`src/rtl/tlb_maint_ctrl.sv`:
```
// TLB maintenance controller: TLBWR / TLBFILL / TLBRD / INVTLB sequencing.
// Ports: op_* / inv_* / csr_index in, op_ready/busy/inv_ill status, w_* write port, r_* read port.
module tlb_maint_ctrl #(
    parameter  int TLBNUM    = 16,
    parameter  int FILL_MODE = 0,
    localparam int IW        = $clog2(TLBNUM)
) (
    input  logic          clk,
    input  logic          reset,
    input  logic          op_valid,
    input  logic [2:0]    op_code,
    input  logic          op_ex,
    input  logic [4:0]    inv_op,
    input  logic [9:0]    inv_asid,
    input  logic [18:0]   inv_vppn,
    input  logic [IW-1:0] csr_index,
    output logic          op_ready,
    output logic          busy,
    output logic          inv_ill,
    output logic          w_we,
    output logic [IW-1:0] w_index,
    output logic          w_clear,
    output logic [IW-1:0] r_index,
    input  logic          r_e,
    input  logic          r_g,
    input  logic [9:0]    r_asid,
    input  logic [18:0]   r_vppn,
    input  logic [5:0]    r_ps
);

    typedef enum logic [1:0] {IDLE, SWEEP, DONE} state_t;

    localparam logic [2:0] OP_WR   = 3'd1;
    localparam logic [2:0] OP_FILL = 3'd2;
    localparam logic [2:0] OP_RD   = 3'd3;
    localparam logic [2:0] OP_INV  = 3'd4;

    state_t        state_q, state_d;
    logic [IW-1:0] cnt_q;
    logic [IW-1:0] fill_q;
    logic [15:0]   lfsr_q;
    logic [2:0]    op_q;
    logic [9:0]    asid_q;
    logic [18:0]   vppn_q;

    logic          take;
    logic          inv_legal;
    logic          inv_start;
    logic          fill_go;
    logic          last;
    logic [IW-1:0] fill_idx;
    logic          va_hit;
    logic          asid_hit;
    logic          sel;
    logic          hit;
    logic          lfsr_fb;

    // An instruction is acted on only in IDLE and only if it is not cancelled.
    assign take      = (state_q == IDLE) && op_valid && !op_ex;
    assign inv_legal = (inv_op <= 5'd6);
    assign inv_start = take && (op_code == OP_INV) && inv_legal;
    assign fill_go   = take && (op_code == OP_FILL);
    assign last      = (cnt_q == IW'(TLBNUM - 1));
    assign fill_idx  = (FILL_MODE != 0) ? lfsr_q[IW-1:0] : fill_q;
    assign lfsr_fb   = lfsr_q[15] ^ lfsr_q[13] ^ lfsr_q[12] ^ lfsr_q[10];

    // State register
    always_ff @(posedge clk or posedge reset) begin
        if (reset) begin
            state_q <= IDLE;
        end else begin
            state_q <= state_d;
        end
    end

    // Next-state logic
    always_comb begin
        state_d = state_q;
        case (state_q)
            IDLE:    if (inv_start) state_d = SWEEP;
            SWEEP:   if (last) state_d = DONE;
            DONE:    state_d = IDLE;
            default: state_d = IDLE;
        endcase
    end

    // Counters, LFSR and latched INVTLB operands
    always_ff @(posedge clk or posedge reset) begin
        if (reset) begin
            cnt_q  <= '0;
            fill_q <= '0;
            lfsr_q <= 16'hACE1;
            op_q   <= '0;
            asid_q <= '0;
            vppn_q <= '0;
        end else begin
            lfsr_q <= {lfsr_q[14:0], lfsr_fb};
            if (inv_start) begin
                cnt_q  <= '0;
                op_q   <= inv_op[2:0];
                asid_q <= inv_asid;
                vppn_q <= inv_vppn;
            end else if (state_q == SWEEP) begin
                cnt_q <= cnt_q + 1'b1;
            end
            if (fill_go) begin
                fill_q <= fill_q + 1'b1;
            end
        end
    end

    // Match of the entry currently on the read port against the latched operands.
    // A 2MB page (ps=21) only compares the VPPN bits above the page offset.
    assign va_hit   = (r_ps == 6'd21) ? (r_vppn[18:9] == vppn_q[18:9])
                                      : (r_vppn == vppn_q);
    assign asid_hit = (r_asid == asid_q);

    always_comb begin
        sel = 1'b0;
        case (op_q)
            3'd0, 3'd1: sel = 1'b1;
            3'd2:       sel = r_g;
            3'd3:       sel = !r_g;
            3'd4:       sel = !r_g && asid_hit;
            3'd5:       sel = !r_g && asid_hit && va_hit;
            3'd6:       sel = (r_g || asid_hit) && va_hit;
            default:    sel = 1'b0;
        endcase
    end

    assign hit = r_e && sel;

    // Output logic; reset silences every strobe even while op inputs are live.
    always_comb begin
        op_ready = 1'b0;
        inv_ill  = 1'b0;
        w_we     = 1'b0;
        w_clear  = 1'b0;
        w_index  = csr_index;
        r_index  = csr_index;
        busy     = (state_q != IDLE);
        if (!reset) begin
            case (state_q)
                IDLE: begin
                    if (op_valid) begin
                        if (op_ex) begin
                            op_ready = 1'b1;
                        end else begin
                            case (op_code)
                                OP_WR: begin
                                    w_we     = 1'b1;
                                    op_ready = 1'b1;
                                end
                                OP_FILL: begin
                                    w_we     = 1'b1;
                                    w_index  = fill_idx;
                                    op_ready = 1'b1;
                                end
                                OP_RD: begin
                                    op_ready = 1'b1;
                                end
                                OP_INV: begin
                                    if (!inv_legal) begin
                                        op_ready = 1'b1;
                                        inv_ill  = 1'b1;
                                    end
                                end
                                default: begin
                                    op_ready = 1'b1;
                                end
                            endcase
                        end
                    end
                end
                SWEEP: begin
                    r_index = cnt_q;
                    if (hit) begin
                        w_we    = 1'b1;
                        w_clear = 1'b1;
                        w_index = cnt_q;
                    end
                end
                DONE: begin
                    op_ready = 1'b1;
                end
                default: begin
                    op_ready = 1'b0;
                end
            endcase
        end
    end

endmodule

```
`config.mk`:
```
export PLATFORM = sky130hd
export DESIGN_NAME = tlb_maint_ctrl
export DESIGN_NICKNAME = d
export VERILOG_FILES = /design/src/rtl/tlb_maint_ctrl.sv
export SDC_FILE = /design/constraint.sdc
export NUM_CORES = 1
export LEC_CHECK = 0
export BUFFER_PORTS_ARGS = -buffer_cell sky130_fd_sc_hd__buf_4
export CAP_MARGIN = 20
export CORE_UTILIZATION = 45
export DETAILED_ROUTE_END_ITERATION = 10
export GPL_ROUTABILITY_DRIVEN = 1
export HOLD_SLACK_MARGIN = 0.06
export PLACE_DENSITY = 0.77
export SYNTH_ARGS = -nofsm -noshare
export SYNTH_HDL_FRONTEND = slang
export SYNTH_SLANG_ARGS = --single-unit
```
`constraint.sdc`:
```
create_clock -name clk -period 1.9 [get_ports clk]
set_input_delay 0.285 -clock clk [delete_from_list [all_inputs] [get_ports clk]]
set_output_delay 0.285 -clock clk [all_outputs]
set_load 0.05 [all_outputs]
```
Word-level counts from Yosys, hierarchy flattened
Cells that the tools add are included.
Widths: inputs -> output; s select.
Word-level totals
  register bits after elaboration: 42
  input bits: 82
  output and inout port bits: 13
  logic and storage cells: 80
Cells by class
  $add $sub $neg: 2
  $lt $le $gt $ge: 1
  equal/unequal tests: 18
  mux-type cells: 34
  reduce and logical (&&, ||, !) cells: 19
Operators by type and width (number)
  $mux 4: 9
  $eq 10x10->1: 2
  $eq 19x19->1: 1
  $mux 1: 18
  $eq 3x3->1 const B: 4
  $eq 3x2->1 const B: 3
  $logic_and 1x1->1: 9
  $add 4x1->4 const B: 2
  $pmux 4 s2: 1
  $eq 3x1->1 const B: 2
  $eq 6x5->1 const B: 1
  $pmux 1 s6: 1
  $le 5x3->1 const B: 1
  $eq 4x4->1 const B: 1
  $mux 2: 2
  $ne 2x2->1 const B: 2
  $pmux 1 s2: 2
  $pmux 2 s2: 1
  $reduce_bool 2->1: 2
  $reduce_or 2->1: 2
  $logic_not 3->1: 1
  $eq 2x1->1 const B: 1
  $eq 2x2->1 const B: 1
  $logic_not 1->1: 2
  other kinds (3): 3

Depth between registers and ports, before layout
Gate-level depths: netlist of the first run.
  word-level depth: 8
  depth in mapped cells: 8
  depth with buffers taken out: 6

Least setup slack after synthesis of the first run
No wires, ideal clock.
  path kind: reg2out
  from: reg state_q[0]
  to: out w_index[1]
  data arrival time: 2559 ps
  required time: 1615 ps
  slack: -944 ps
  stages on the path, launching flop included: 8
  path buffers: 1
  cells stage by stage: dfrtp_1 -> buf_2 -> nor2_1 -> inv_1 -> o21ai_0 -> a211o_1 -> a211oi_1 -> a211oi_1
Between the ends
  longest elaborated chain between the ends: 3
  elaborated cells on any way between the ends: 4
  classes of those cells: eq/ne: 1; mux: 2; reduce/logical: 1
RTL lines
  from (decl): line 38  | state_t state_q, state_d;
  from (signal assigned): line 72  | state_q <= state_d;
  $eq 2x1->1 / $logic_not 2->1 (equally long branches): line 143  | case (state_q)
  $pmux 4 s2 *: line 143
  $mux 4 *: line 142  | if (!reset) begin
  to (decl): line 21  | output logic [IW-1:0] w_index,
Every way passes the cells marked *; elsewhere a longest branch is shown, timed or not.

Final worst setup path of the first run
  from: reg vppn_q[12]
  to: out w_index[3]
Between the ends
  longest elaborated chain between the ends: 8
  elaborated cells on any way between the ends: 10
  classes of those cells: eq/ne: 2; mux: 5; reduce/logical: 3
RTL lines
  from (decl): line 44  | logic [18:0] vppn_q;
  from (signal assigned): line 102  | vppn_q <= inv_vppn;
  $eq 19x19->1 / $eq 10x10->1 (equally long branches): line 115, 114
  $mux 1 *: line 114  | assign va_hit = (r_ps == 6'd21) ? (r_vppn[18:9] == vppn_q[18:9])
  $logic_and 1x1->1 (on tied branches): line 126, 125
  $pmux 1 s6 *: line 120  | case (op_q)
  $logic_and 1x1->1 *: line 131  | assign hit = r_e && sel;
  $mux 4 *: line 177  | if (hit) begin
  $pmux 4 s2 *: line 143
  $mux 4 *: line 142
Marked as above.

==> impl_results.md, run 1 <==
- Vias per inst: 5.22
- Number of enable flip-flop cells after synthesis: 0
- CTS hold repair buffers: 0
- Number of CTS-inserted buffers: 5
- Slew Limit Fails: 0
- Pin count of the biggest net entering global routing: 34
- WL final: 7080 um
- Clock-pin slew on the worst setup and hold paths: 80 ps
- Post-synthesis cell type count: 46
- Die ar.: 5910 um2
- Setup repair after global routing missed its margin: yes
- Post-synth ARST share: 100%
- TritonRoute pass-1 iters: 4
- GR peak layer: met2
- Setup Viol. Count Final: 10
- Clk sink count: 42
- Clock Root Buffer: clkbuf_8
- Remaining antenna violation count: 0
- IO buf count: 94
- Most frequent cells in the layout: 122 x buf_4, 108 x nand2_1, 42 x dfrtp_1, 32 x xor2_1, 10 x buf_6
- Synth Warn #: 0
- Max Fclk: 0.396 GHz
- Final core occ: 75.7%
- Synthesized area: 2520 um2
- Total I/O pin count: 95
- Worst R2R Start: state_q[1]
- N_diodes: 0
- Ratio of cells with drive above 1 in the final layout: 42.6%
- Most common cell after layout, fill and taps aside: buf_4
- Post-Route Skew: 8.16 ps
- GP Congestion: 0.929
- Kind of end point of the critical path: output port
- Initial DRC count: 145
- Clock share of power: 19.6%
- Status: finished, violations left
- Met1 usage: 29.6%
- Worst hold slack: 170 ps
- DRC: 0
- Top cell type's share of synthesized area: 41.6%
- Worst vdd ir: 0.000453 V
- Psw: 0.00112 W
- Die W: 76.9 um
- Total number of vias: 2612
- Relative max-transition margin: 64.4%
- Yosys reg bits: 42
- Reg2reg setup slack: 320 ps
- Die H: 76.9 um
- Routing usage on met3: 3.93%
- Insertion delay to the later sink of the worst-skew pair: 290 ps
- Worst-margin pin slew: 531 ps
- Failing checks: negative setup slack
- Sequential area share after synthesis: 41.6%
- LEAKAGE: 2.02 nW
- Worst slack at placement: -551 ps
- Power Internal: 0.00194 W
- Crit Path Class: register to output port
- Worst path required time: 1620 ps
- Initial core utilization: 47.9%
- Final worst-path cycle share: 133%
- Wire per inst: 14.2 um
- Area leader, netlist: dfrtp_1
- Crit start category: register
- Met2 usage: 42.3%
- CTS tree: yes
- Worst min-delay path class: input port to async pin
- Seq pwr share: 40.5%
- Critical path peak fanout: 5
- Vias in the first global route: 2523
- FF-to-FF End: vppn_q[7]
- Mapped Nets: 380
- PnR worst setup slack: -628 ps
- Ys flop type: dfrtp_1
- Max Buffers Root-to-Sink: 2
- Core footprint: 5270 um2
- Total track usage: 24.0%
- Combinational Power Share: 39.9%
- First-pass GRT wire length: 11300 um
- Hold Fails Final Rpt: 0
- Final Net Count: 513
- HPWL Detailed: 5290 um
- Synth top area cells: dfrtp_1 42%, nand2_1 16%, xor2_1 11%, mux2_2 2.2%, buf_2 1.8%
- Site Rows: 26
- Crit path time final: 2530 ps
- Sw Ratio: 36.6%
- Total gr overflow: 0
- Initial antenna violation count: 0
- H-tree depth: 2
- Area delta synth->final: 58.0%
- R2R depth: 7
- Avg Inst Size Synth: 8.53 um2
- Arrival @ worst endpoint: 2240 ps
- Maxcap violations: 0
- Power Density: 765 nW/um2
- Syn Inst Count: 296
-- what timing repair did --
item / CTS / global route
setup buffers: 3 / 5
resized for setup: 30 / 18
setup endpoints to repair: 11 / 11
pin swaps: 11 / 20
-- kinds of logic after synthesis --
kind of cell	after synthesis	share of synthesized area (%)
flops	42	41.6
simple gates	158	28.2
compound gates	39	11.6
fa+ha+maj	2	0.991
xor+xnor	37	12.8
mux	5	2.23
buf+inv	13	2.53
-- through the flow --
| step | cell area [um2] | power [W] | setup TNS (ps) | instances |
|---|---|---|---|---|
| finish | 3990 | 0.00305 | -4560 | 500 |
| global route | 3990 | 0.00322 | -5310 | 500 |
| CTS | 3860 | 0.00300 | -4270 | 495 |
| detailed placement | 3620 | 0.00230 | -2660 | 484 |
| global placement | 3620 | 0.00226 | -2310 | 484 |
| floorplan | 2610 | 0.00185 | -1160 | 296 |
-- cells in the mapped netlist, types with 3 or more instances --
cell type	count
a21oi_1	6
nor4_1	7
mux2_2	5
nor2_1	9
o22a_1	3
a211o_1	3
a211oi_1	4
o22ai_1	3
xor2_1	33
xnor2_1	4
nand2_1	109
buf_2	9
and2_1	3
nand2b_1	3
nor3_1	3
dfrtp_1	42
o211ai_1	4
o21ai_0	5
nand3_1	6
-- worst max-delay path, cell delays in order (launching register included) --
cell	delay [ps]
dfrtp_1	390
xor2_1	180
nor4_2	330
nand3_2	150
buf_4	170
nor2_4	160
o211ai_1	150
a211oi_4	230
buf_6	180
-- power groups by stage --
stage               clock (W)  sequential (W)  combinational [W]
global placement            0         0.00123            0.00103
floorplan                   0         0.00119           0.000669
CTS                  0.000613         0.00123            0.00116
detailed placement          0         0.00124            0.00106
global route         0.000652         0.00125            0.00131
finish               0.000599         0.00124            0.00122
-- area by class of cell --
class	count	area (um2)
clock buffer	7	86.3
multi-input combinational	241	1640
sequential	42	1050
fill	378	1280
timing repair buffer	137	1110
clock inverter	1	8.76
tap	70	87.6
inverter	2	7.51
-- sequential cells by signal, summed over array words and instances, names as in the netlist --
name and cells:
state_q 2, vppn_q 19, fill_idx 4, cnt_q 4, op_q 3, asid_q 10
-- worst max-delay path by stage --
stage	from	end	cells after the start
4_1_cts	vppn_q[10]	w_index[1]	8
6_report	vppn_q[12]	w_index[3]	8
3_5_place_dp	r_asid[1]	w_index[1]	9
2_1_floorplan	asid_q[1]	w_clear	5
5_1_grt	vppn_q[2]	w_index[1]	8
3_3_place_gp	r_asid[1]	w_index[1]	9
-- per-layer routing --
| metal | vias up | wire length [um] |
|---|---|---|
| met2 | 91 | 3650 |
| met5 | - | 0 |
| met4 | 0 | 83 |
| met3 | 10 | 324 |
| li1 | 1265 | - |
| met1 | 1246 | 3020 |
No activity file was read; power rests on OpenSTA's default activity.
==> run 2, diff against run 1 <==
--- a/config.mk
+++ b/config.mk
@@ -6,12 +6,13 @@
 export NUM_CORES = 1
 export LEC_CHECK = 0
 export BUFFER_PORTS_ARGS = -buffer_cell sky130_fd_sc_hd__buf_4
-export CAP_MARGIN = 20
-export CORE_UTILIZATION = 45
+export CAP_MARGIN = 10
+export CORE_UTILIZATION = 46
+export CTS_BUF_LIST = sky130_fd_sc_hd__clkbuf_8
 export DETAILED_ROUTE_END_ITERATION = 10
 export GPL_ROUTABILITY_DRIVEN = 1
 export HOLD_SLACK_MARGIN = 0.06
-export PLACE_DENSITY = 0.77
+export PLACE_DENSITY = 0.79
 export SYNTH_ARGS = -nofsm -noshare
 export SYNTH_HDL_FRONTEND = slang
 export SYNTH_SLANG_ARGS = --single-unit
==> impl_results.md, run 2 (synthesized netlist as in run 1, its figures left out) <==
- Combinational Power Share: 39.7% (-0.2 points)
- Worst min-delay path class: input port to register
- Vias in the first global route: 2709 (+7.4%)
- Worst slack at placement: -472 ps (+79.0 ps)
- Critical path peak fanout: 5 (unchanged)
- Clock Root Buffer: clkbuf_8
- Total number of vias: 2605 (-0.27%)
- Power Density: 768 nW/um2 (+0.35%)
- LEAKAGE: 2.00 nW (-1.2%)
- Seq pwr share: 40.5% (about the same)
- Top flop regs: vppn_q x19, asid_q x10
- Most frequent cells in the layout: 119 x buf_4, 108 x nand2_1, 42 x dfrtp_1, 32 x xor2_1, 12 x buf_6
- CTS tree: yes
- Failing checks: negative setup slack
- Crit path time final: 2550 ps (+19.9 ps)
- Final worst-path cycle share: 134% (+1.0 points)
- Clk sink count: 42 (unchanged)
- Filler instances: 389 (+2.9%)
- Initial antenna violation count: 0 (unchanged)
- Max Fclk: 0.392 GHz (-0.78%)
- IO buf count: 94 (unchanged)
- Number of CTS-inserted buffers: 5 (unchanged)
- Hold Fails Final Rpt: 0 (unchanged)
- Crit start category: register
- Arrival @ worst endpoint: 2260 ps (+20 ps)
- Clock-pin slew on the worst setup and hold paths: 90 ps (about the same)
- Area delta synth->final: 56.8%
- PnR worst setup slack: -648 ps (-19.9 ps)
- CTS hold repair buffers: 0 (unchanged)
- Site Rows: 26 (unchanged)
- Setup Viol. Count Final: 10 (unchanged)
- H-tree depth: 2 (unchanged)
- GP Congestion: 0.909 (-2.1%)
- Final instance area: 3960 um2 (-0.75%)
- Most common cell after layout, fill and taps aside: buf_4
- Worst vdd ir: 0.000383 V (-16%)
- HPWL Detailed: 5270 um (-0.35%)
- Crit Path Class: register to output port
- Pin count of the biggest net entering global routing: 34 (unchanged)
- First-pass GRT wire length: 11900 um (+5.4%)
- Post-Route Skew: 5.95 ps (-2.21 ps)
- Psw: 0.00115 W (+3.1%)
- WL final: 7190 um (+1.5%)
- Wire per inst: 14.4 um (+1.9%)
- Dpl cells: 483 (-0.21%)
- Maxcap violations: 0 (unchanged)
- Ratio of cells with drive above 1 in the final layout: 42.3% (-0.27 points)
- DP Area: 3620 um2 (+0.14%)
- Power Internal: 0.00189 W (-2.4%)
- Kind of end point of the critical path: output port
- Setup repair after global routing missed its margin: yes
- Register area: 1050 um2 (unchanged)
- Die H: 76.1 um (-1.1%)
- Insertion delay to the later sink of the worst-skew pair: 300 ps (about the same)
- Total power: 0.00304 W (-0.40%)
- Top reg by flops: vppn_q
- Initial DRC count: 118 (-19%)
- TritonRoute pass-1 iters: 4 (unchanged)
- Sw Ratio: 37.9% (+1.3 points)
- Worst path required time: 1620 ps (about the same)
- DRC: 0 (unchanged)
- Initial core utilization: 48.5% (+0.60 points)
- Total track usage: 25.8% (+1.8 points)
- Status: finished, violations left
- Worst hold slack: 166 ps (-4.45 ps)
- Max Buffers Root-to-Sink: 2 (unchanged)
- Die W: 76.1 um (-1.1%)
- Die ar.: 5790 um2 (-2.1%)
- Max reg flops: 19 (unchanged)
- Final Net Count: 511 (-0.39%)
- Clock share of power: 19.8% (+0.2 points)
- Vias per inst: 5.23 (+0.13%)
- N_diodes: 0 (unchanged)
- Relative max-transition margin: 57.4% (-7.0 points)
- Multi-input combinational cell area: 1620 um2 (-1.1%)
- Slew Limit Fails: 0 (unchanged)
- Worst-margin pin slew: 635 ps (+104 ps)
- Core footprint: 5200 um2 (-1.2%)
- Non-filler cells in the finished layout: 498 (-0.40%)
- Total gr overflow: 0 (unchanged)
- Total I/O pin count: 95 (unchanged)
- Remaining antenna violation count: 0 (unchanged)
[run 2: area by class of cell]
class,count,area share [%]
repair buffers,135,27.7
multi-input cells,241,41.0
clock inverters,3,0.600
clock buffers,5,1.74
flip-flops and latches,42,26.5
inverters,2,0.190
well taps,70,2.21
[run 2: what timing repair did]
| action | in CTS | in global routing |
|---|---|---|
| pin swaps | 9 | 10 |
| setup endpoints to repair | 10 | 11 |
| setup buffers | 3 | 5 |
| resized for setup | 23 | 19 |
| gates cloned | 0 | 0 |
[run 2: worst paths after layout]
kind / startpoint / endpoint / slack, ps / depth (start not counted)
max: asid_q[8] / w_index[1] / -650 / 8
min reg2reg: asid_q[9] / asid_q[9] / 500 / 2
max reg2reg: state_q[1] / fill_idx[1] / 320 / 6
max in group asynchronous: reset / asid_q[8] / 1210 / 4
min: inv_vppn[8] / vppn_q[8] / 170 / 3
min in group asynchronous: reset / cnt_q[0] / 190 / 3
[run 2: worst max-delay path: stages, from the launching register on]
cell      delay (ps)
dfrtp_1          420
xor2_2           210
nor4_4           330
nand3_4          160
o21a_4           270
a211oi_2         230
buf_4            150
a211oi_4          30
buf_6            160
[run 2: routing by layer]
| metal | GRT usage, % | vias to the layer above | wire length (um) |
|---|---|---|---|
| met4 | 12.3 | 0 | 171 |
| li1 | - | 1261 | - |
| met2 | 44.4 | 104 | 3640 |
| met3 | 5.75 | 18 | 402 |
| met1 | 30.7 | 1222 | 2980 |
| met5 | 0 | - | 0 |
[run 2: power groups by stage]
stage / clock, W / combinational (W) / sequential (W)
final: 0.000603 / 0.00121 / 0.00123
after global routing: 0.000652 / 0.00132 / 0.00125
after CTS: 0.000608 / 0.00115 / 0.00122
after detailed placement: 0 / 0.00107 / 0.00124
after global placement: 0 / 0.00103 / 0.00123
after floorplan: 0 / 0.000669 / 0.00119
[run 2: stage by stage]
stage	util [%]	setup TNS [ps]
final	76.1	-4660
after global placement	69.6	-2290
after CTS	73.7	-4100
after floorplan	-	-1160
after detailed placement	69.6	-2390
after global routing	76.1	-5460
==> run 3, diff against run 2 <==
--- a/config.mk
+++ b/config.mk
@@ -5,9 +5,10 @@
 export SDC_FILE = /design/constraint.sdc
 export NUM_CORES = 1
 export LEC_CHECK = 0
+export ABC_AREA = 1
 export BUFFER_PORTS_ARGS = -buffer_cell sky130_fd_sc_hd__buf_4
 export CAP_MARGIN = 10
-export CORE_UTILIZATION = 46
+export CORE_UTILIZATION = 47
 export CTS_BUF_LIST = sky130_fd_sc_hd__clkbuf_8
 export DETAILED_ROUTE_END_ITERATION = 10
 export GPL_ROUTABILITY_DRIVEN = 1
@@ -16,3 +17,4 @@
 export SYNTH_ARGS = -nofsm -noshare
 export SYNTH_HDL_FRONTEND = slang
 export SYNTH_SLANG_ARGS = --single-unit
+export TNS_END_PERCENT = 100
==> impl_results.md, run 3 <==
- PnR worst setup slack: -345 ps (+303 ps)
- Sequential area share after synthesis: 38.8% (-2.8 points)
- Clk sink count: 42 (unchanged)
- Crit Path Class: register to output port
- Total I/O pin count: 95 (unchanged)
- Initial core utilization: 48.9% (+0.41 points)
- H-tree depth: 2 (unchanged)
- Mapped Nets: 495 (+30%)
- Core footprint: 5540 um2 (+6.4%)
- Failing checks: negative setup slack
- Hold Fails Final Rpt: 0 (unchanged)
- Synthesized area: 2710 um2 (+7.3%)
- Remaining antenna violation count: 0 (unchanged)
- Post-synth ARST share: 100% (unchanged)
- Worst vdd ir: 0.000661 V (+73%)
- Power Density: 864 nW/um2 (+12%)
- Slew Limit Fails: 0 (unchanged)
- Crit start category: register
- Area delta synth->final: 40.9%
- Met2 wire len: 3530 um (-2.8%)
- Synth top area cells: dfrtp_1 39%, nand2_1 22%, inv_1 9.7%, o21ai_0 5.9%, nor2_1 4.3%
- Ys flop type: dfrtp_1
- HPWL Detailed: 5250 um (-0.34%)
- Total number of vias: 2857 (+9.7%)
- Worst hold slack: 170 ps (+4.79 ps)
- Power Internal: 0.00198 W (+4.7%)
- Initial DRC count: 122 (+3.4%)
- Top reg by flops: vppn_q
- N_diodes: 0 (unchanged)
- Die H: 77.9 um (+2.4%)
- Die W: 77.9 um (+2.4%)
- Synth Warn #: 0 (unchanged)
- WL final: 6820 um (-5.1%)
- Vias in the first global route: 2758 (+1.8%)
- Max reg flops: 19 (unchanged)
- Total track usage: 23.2% (-2.6 points)
- Top flop regs: vppn_q x19, asid_q x10
- Final core occ: 68.9% (-7.2 points)
- Uppermost routed layer: met4
- CTS tree: yes
- Seq pwr share: 38.9% (-1.6 points)
- IO buf count: 94 (unchanged)
- Critical path peak fanout: 6 (+1)
- DRT met1 WL: 2880 um (-3.6%)
- Register area: 1050 um2 (unchanged)
- Max Buffers Root-to-Sink: 2 (unchanged)
- Syn Inst Count: 411 (+39%)
- Setup Viol. Count Final: 9 (-1)
- Top cell type's share of synthesized area: 38.8% (-2.8 points)
- DRC: 0 (unchanged)
- Vias per inst: 4.77 (-8.8%)
- Sw Ratio: 40.0% (+2.2 points)
- Final Net Count: 610 (+19%)
- Multi-input combinational cell area: 1410 um2 (-13%)
- Initial antenna violation count: 0 (unchanged)
- Most common cell after layout, fill and taps aside: nand2_1
- Area leader, netlist: dfrtp_1
- Final worst-path cycle share: 118% (-16 points)
- Yosys reg bits: 42 (unchanged)
- Crit path time final: 2250 ps (-303 ps)
- Filler instances: 502 (+29%)
- Maxcap violations: 0 (unchanged)
- Pin count of the biggest net entering global routing: 39 (+15%)
- Relative max-transition margin: 67.5% (+10 points)
- Max Fclk: 0.445 GHz (+13%)
- Number of enable flip-flop cells after synthesis: 0 (unchanged)
- Met3 routed WL: 314 um (-22%)
- Die ar.: 6070 um2 (+4.9%)
- Worst slack at placement: -78.2 ps (+394 ps)
- Combinational Power Share: 43.7% (+4.0 points)
- Clock-pin slew on the worst setup and hold paths: 80 ps (about the same)
- Clock Root Buffer: clkbuf_8
- Worst path required time: 1620 ps (about the same)
- Post-Route Skew: 8.62 ps (+2.67 ps)
- Setup repair after global routing missed its margin: yes
- Psw: 0.00132 W (+15%)
- Kind of end point of the critical path: output port
- Most frequent cells in the layout: 157 x nand2_1, 106 x buf_4, 68 x inv_1, 42 x dfrtp_1, 28 x o21ai_0
- LEAKAGE: 2.15 nW (+7.6%)
- Site Rows: 27 (+3.8%)
- Total gr overflow: 0 (unchanged)
- Worst-margin pin slew: 487 ps (-148 ps)
- First-pass GRT wire length: 11100 um (-6.3%)
- Ratio of cells with drive above 1 in the final layout: 29.2% (-13 points)
- Clock share of power: 17.4% (-2.4 points)
- Post-synthesis cell type count: 27 (-41%)
- Wire per inst: 11.4 um (-21%)
- Number of CTS-inserted buffers: 5 (unchanged)
- Post-synth top cells: 161 x nand2_1, 70 x inv_1, 42 x dfrtp_1, 32 x o21ai_0, 31 x nor2_1
- Avg Inst Size Synth: 6.59 um2 (-23%)
- Cell with the most instances after synthesis: nand2_1
- Worst min-delay path class: input port to register
- Insertion delay to the later sink of the worst-skew pair: 300 ps (about the same)
- TritonRoute pass-1 iters: 4 (unchanged)
- GP Congestion: 0.945 (+4.0%)
- Status: finished, violations left
- Arrival @ worst endpoint: 1960 ps (-300 ps)
==> run 3: logic make-up after synthesis <==
kind of cell,after synthesis,share of synthesized area (%)
mux,1,0.415
simple gates,227,34.8
flops,42,38.8
fa+ha+maj,2,0.923
xor+xnor,14,4.52
compound gates,44,8.68
buf+inv,81,11.9
==> run 3: area by class of cell <==
class	instances	area share, %
multi-input combinational	288	36.8
tap	72	2.36
timing repair buffer	115	23.7
sequential	42	27.5
inverter	74	7.37
clock inverter	3	0.459
clock buffer	5	1.80
==> run 3: metal layers <==
layer | vias to the layer above | GRT usage, %
met2 | 73 | 42.1
met4 | 0 | 8.89
met1 | 1295 | 26.6
met5 | - | 0
li1 | 1477 | -
met3 | 12 | 4.71
==> run 3: path summary, 6_finish.rpt <==
| check | end | startpoint | cells after the start | slack [ps] |
|---|---|---|---|---|
| min | vppn_q[8] | inv_vppn[8] | 3 | 170 |
| max in group asynchronous | fill_idx[0] | reset | 3 | 1170 |
| min reg2reg | fill_idx[3] | fill_idx[3] | 1 | 480 |
| min in group asynchronous | vppn_q[16] | reset | 3 | 250 |
| max | w_index[3] | op_q[1] | 16 | -350 |
| max reg2reg | cnt_q[3] | state_q[0] | 9 | 330 |
==> run 3: stage by stage <==
step,power (W),instance area (um2),setup TNS (ps),std cells
after floorplan,0.00218,2760,-913,411
after global routing,0.00354,3820,-3250,599
final,0.00330,3820,-1990,599
after CTS,0.00325,3750,-2070,593
after detailed placement,0.00264,3610,-255,583
after global placement,0.00259,3610,-78.3,583
==> run 3: power groups by stage <==
stage               logic, W  registers, W  clock network, W
global placement     0.00130       0.00129                 0
floorplan           0.000918       0.00126                 0
global route         0.00160       0.00132          0.000624
detailed placement   0.00134       0.00130                 0
finish               0.00144       0.00128          0.000574
CTS                  0.00138       0.00129          0.000586
==> run 3: what timing repair did <==
| action | CTS | global route |
|---|---|---|
| resized for setup | 13 | 10 |
| hold buffers | 1 | 0 |
| setup buffers | 1 | 6 |
| cloned | 0 | 0 |
| endpoints found under the setup margin | 10 | 12 |
| hold endpoints to repair | 4 | 0 |
| pin swaps | 7 | 2 |
==> run 3: critical path, stage by stage (launching register included) <==
cell     delay [ps]
dfrtp_1         420
nand2_1          90
inv_1            40
nor2_1           90
nand2_1          60
nor2_1           80
nand2_1          70
nor2_2          100
nand3_2          90
nand2_4         110
nand2_4          60
nand2_1          60
nand3_1          70
nand2_1          70
nand2_1          60
nand2_2          70
buf_8           140
